<file path="src/rtl/msdf_otf_converter.sv">
// On-the-fly conversion of an MSDF radix-2 signed-digit stream into a two's complement
// fraction word. Q/QM pair avoids any carry-propagate adder.
module msdf_otf_converter #(
    parameter int unsigned N  = 8,
    parameter int unsigned CW = 4
) (
    input  logic         clk,
    input  logic         reset,
    input  logic         in_valid,
    input  logic         in_first,
    input  logic [1:0]   in_digit,
    output logic         busy,
    output logic         done,
    output logic [N:0]   result
);

    localparam int unsigned W = N + 1;

    localparam logic [0:0] IDLE  = 1'b0;
    localparam logic [0:0] ACCUM = 1'b1;

    logic [0:0]    state, state_n;
    logic [CW-1:0] count, count_n;
    logic [W-1:0]  q, q_n;
    logic [W-1:0]  qm, qm_n;
    logic          done_n;
    logic [W-1:0]  result_n;

    logic          dig_pos, dig_neg;
    logic          restart, accept;
    logic [W-1:0]  q_base, qm_base;
    logic [W-1:0]  q_sh, qm_sh;
    logic [W-1:0]  q_upd, qm_upd;
    logic [CW-1:0] cnt_upd;

    // State register
    always_ff @(posedge clk or negedge reset) begin
        if (!reset) begin
            state  <= IDLE;
            count  <= '0;
            q      <= '0;
            qm     <= '1;
            done   <= 1'b0;
            result <= '0;
        end else begin
            state  <= state_n;
            count  <= count_n;
            q      <= q_n;
            qm     <= qm_n;
            done   <= done_n;
            result <= result_n;
        end
    end

    // Next-state: a first digit always restarts from the (0, -1) seed
    always_comb begin
        state_n  = state;
        count_n  = count;
        q_n      = q;
        qm_n     = qm;
        done_n   = 1'b0;
        result_n = result;

        dig_pos  = in_digit[1] & ~in_digit[0];
        dig_neg  = ~in_digit[1] & in_digit[0];

        restart  = in_first || (state == IDLE);
        accept   = in_valid && (in_first || (state == ACCUM));

        q_base   = restart ? '0 : q;
        qm_base  = restart ? '1 : qm;
        q_sh     = q_base << 1;
        qm_sh    = qm_base << 1;

        if (dig_pos) begin
            q_upd  = q_sh | W'(1);
            qm_upd = q_sh;
        end else if (dig_neg) begin
            q_upd  = qm_sh | W'(1);
            qm_upd = qm_sh;
        end else begin
            q_upd  = q_sh;
            qm_upd = qm_sh | W'(1);
        end

        cnt_upd = in_first ? CW'(1) : (count + CW'(1));

        if (accept) begin
            if (cnt_upd == CW'(N)) begin
                result_n = q_upd;
                done_n   = 1'b1;
                state_n  = IDLE;
                count_n  = '0;
                q_n      = '0;
                qm_n     = '1;
            end else begin
                state_n  = ACCUM;
                count_n  = cnt_upd;
                q_n      = q_upd;
                qm_n     = qm_upd;
            end
        end
    end

    assign busy = (state == ACCUM);

endmodule
</file>
<file path="config.mk">
export PLATFORM = sky130hd
export DESIGN_NAME = msdf_otf_converter
export DESIGN_NICKNAME = d
export VERILOG_FILES = /design/src/rtl/msdf_otf_converter.sv
export SDC_FILE = /design/constraint.sdc
export NUM_CORES = 1
export LEC_CHECK = 0
export ABC_AREA = 1
export ABC_CLOCK_PERIOD_IN_PS = 1800
export CELL_PAD_IN_SITES_DETAIL_PLACEMENT = 0
export CELL_PAD_IN_SITES_GLOBAL_PLACEMENT = 1
export CORE_MARGIN = 3
export CORE_UTILIZATION = 45
export CTS_BUF_LIST = sky130_fd_sc_hd__clkbuf_4 sky130_fd_sc_hd__clkbuf_8 sky130_fd_sc_hd__clkbuf_16
export DETAILED_ROUTE_END_ITERATION = 10
export DONT_BUFFER_PORTS = 1
export PLACE_DENSITY_LB_ADDON = 0.1
export SLEW_MARGIN = 15
export SYNTH_ARGS = -nofsm -noshare
export SYNTH_HDL_FRONTEND = slang
export SYNTH_SLANG_ARGS = --single-unit
</file>
<file path="constraint.sdc">
create_clock -name clk -period 1.8 [get_ports clk]
set_clock_uncertainty 0.1 [all_clocks]
set_input_delay 0.27 -clock clk [delete_from_list [all_inputs] [get_ports clk]]
set_output_delay 0.27 -clock clk [all_outputs]
set_load 0.03 [all_outputs]
</file>
==> results by group <==
Layout
  – Inserted Diodes: 0
  – Fraction of layout cells with a size suffix above 1: 0.148
  – Layout area overhead: 12.6%
  – Post-layout nets: 252

Synth
  – Syn. warnings: 0
  – XOR/XNOR Fraction of Synth Area: 0
  – Distinct cells, synth: 20
  – Mean Syn Cell Area: 7.37 um^2
  – Dominant cell type by area after synthesis: dfrtp_1
  – Mux cell area share after synthesis: 0
  – Mapped Cells: 234
  – Sequential fraction of the synthesis area: 0.456
  – Largest family of logic cells by synthesized area: simple AND/OR/NAND/NOR gates
  – Synth area leaders: dfrtp_1 (33%), nand2_1 (27%), dfstp_2 (12%), inv_1 (5.2%), nand3_1 (3.5%)
  – Synth Area in Adders: 0.0218
  – Most numerous cell in the Yosys netlist: nand2_1
  – Asr flop ratio synth: 1.00
  – Post-synth EDFFs: 0
  – #FFs+latches synth: 31
  – Top cell type's share of synthesized area: 0.334
  – Synth Area in Compound Gates: 0.0283
  – Synthesized cell area: 1720 um^2
  – Syn Nets: 243
  – Synth Area in Simple Gates: 0.392
  – Synth Flop Type: dfrtp_1
  – Top cell types by occurrence after synthesis: nand2_1 (122), inv_1 (24), dfrtp_1 (23)

Pwr
  – Switching part of the total power: 0.300
  – Clk pwr share: 0.356
  – Peak VDD IR: 0.672 mV
  – Internal power: 0.00142 W
  – Total power divided by cell area: 1040 nW/um^2
  – Net Switching: 0.000608 W
  – Leak pwr: 1.10 nW
  – Logic pwr share: 0.211
  – Seq pwr share: 0.433

Critical path
  – Worst EP required: 1880 ps
  – Startpoint Class: register
  – Crit. End Element: register
  – Worst-path fanout max: 12
  – Crit Path Category: reg2reg
  – CP arrival: 1740 ps

Worst hold path
  – Hold/Removal Path Class: in2reg

Floorplan
  – Vert. Die Dim: 67.9 um
  – Core area: 3520 um^2
  – Starting density of the core: 0.490
  – Num rows: 21
  – Ports: 17
  – Die X: 67.9 um
  – Die Area: 4610 um^2

Routing
  – DRT Wirelength: 3.66 mm
  – Vias/cell: 5.04
  – Total number of vias: 1463
  – Drt drc: 0
  – WL/cell: 12.6 um
  – Detailed Routing Iterations Pass 1: 4
  – Post-route ant nets: 0
  – Initial DRC count: 49

Outcome
  – Status: finished clean

Timing
  – FMAX: 602 MHz
  – Final hold violations: 0
  – Unrepaired setup endpoints after global routing: false
  – Slew HR: 0.757
  – Actual slew at the worst max-slew pin: 364 ps
  – Minimum clock period: 1660 ps
  – Setup-failing EPs final: 0
  – Setup ws final: 138 ps
  – Ratio of final minimum period to clock period: 0.923
  – Final Max Tran Viols: 0
  – Setup TNS Final: 0 ps

Clock network
  – Clock Sinks: 31
  – CTS tree: yes
  – H-tree levels: 2
  – Clk slew on worst S/H paths: 70 ps
  – Worst-Skew Late Latency: 290 ps
  – Clock Path Buffers: 2
  – CTS buffer count: 5
  – Clk root buf: clkbuf_8
  – Setup bufs post-CTS: 0

Place
  – Post-DP HPWL: 2.68 mm
  – GPL Wtd Cong: 0.753
  – Port buffer count: 0
  – Pre-CTS setup slack: 41.3 ps

Global route
  – Met3 usage: 0.0509
  – Vias in the first global route: 1464
  – GRT overflow: 0
  – Grt peak-use layer: met2
  – M1 GR Usage: 0.215
  – Grt met2 use: 0.311
  – First-pass GRT wire length: 6.30 mm
  – Initial antenna violation count: 0
  – GRT Total Usage: 0.183
  – Largest net degree at the start of global routing: 32

Run
  – MaxCap Viol Count: 0
## worst max-delay path, cell delays in order (launching register included)
cell     delay, ps
dfrtp_1        390
ha_1           280
inv_1           80
nand3_2         80
nor2_4         170
buf_12         150
nand3_4        140
nand2_1        110
nand2_1         60
## placed cells by master (no fill, tap or decap)
master,n
a21oi_4,1
buf_12,2
buf_4,6
bufinv_16,1
clkbuf_8,6
clkinv_2,1
dfrtp_1,23
dfstp_2,8
dlygate4sd3_1,2
ha_1,3
inv_1,24
inv_2,1
inv_4,1
nand2_1,122
nand2_2,1
nand3_1,12
nand3_2,1
nand3_4,2
nand4_1,9
nor2_1,7
nor2_2,4
nor2_4,1
o21ai_0,5
o31ai_1,1
## per-layer routing
layer,vias up,part of all wire
met5,-,0
met4,0,0.021
met3,7,0.041
met2,28,0.49
met1,697,0.45
li1,731,-
## per-stage QoR
step	utilization	hold slack (ps)	total power, W	std cells	cell area (um^2)
6_report	0.551	73.7	0.00202	290	1940
5_1_grt	0.551	82.1	0.00215	290	1940
4_1_cts	0.548	69.3	0.00203	290	1930
3_5_place_dp	0.503	-125	0.00128	279	1770
3_3_place_gp	0.503	-125	0.00127	279	1770
2_1_floorplan	-	-126	0.00117	234	1720
## what timing repair did
action	in CTS	in global routing
hold buffers	3	0
hold endpoints to repair	32	0
setup endpoints to repair	0	16
gates resized for setup	0	2
## sequential cells by signal, indices dropped and copies added, names as in the netlist
name,count
result,9
q,8
qm,8
count,4
busy,1
done,1
## area by class of cell
type                            instances  area, um^2
Clock buffer                            6        82.6
Clock inverter                          2        35.0
Fill cell                             363        1580
Inverter                               26         100
Multi-Input combinational cell        169         774
Sequential cell                        31         786
Tap cell                               46        57.6
Timing Repair Buffer                   10         105
## logic make-up (layout without fill, tap and decap cells)
group,Yosys count,after routing
adder cells (fa/ha/maj),3,3
flip-flops,31,31
buffers and inverters,34,44
AND/OR/NAND/NOR,159,159
AO/OA/AOI/OAI,7,7
## power by group through the flow
stage	Combinational, W	Clock [W]	Sequential [W]
after floorplan	0.000288	0	0.000883
after global placement	0.000381	0	0.000885
after detailed placement	0.000393	0	0.000890
after CTS	0.000418	0.000730	0.000878
after global routing	0.000487	0.000777	0.000888
final	0.000427	0.000721	0.000877
## path summary, 6_finish.rpt
path                                    endpoint            startpoint  slack (ps)  depth (start not counted)
setup / recovery           result[8]$_DFFE_PN0P_  count[1]$_DFFE_PN0N_         140                          8
hold / removal              count[2]$_DFFE_PN0N_              in_first          70                          3
setup reg to reg           result[8]$_DFFE_PN0P_  count[1]$_DFFE_PN0N_         140                          8
hold reg to reg                qm[2]$_DFFE_PN1N_     qm[2]$_DFFE_PN1N_         370                          2
max in group asynchronous      qm[0]$_DFFE_PN1N_                 reset        1040                          2
min in group asynchronous   count[2]$_DFFE_PN0N_                 reset         330                          2
(Power assumes the default switching activity.)
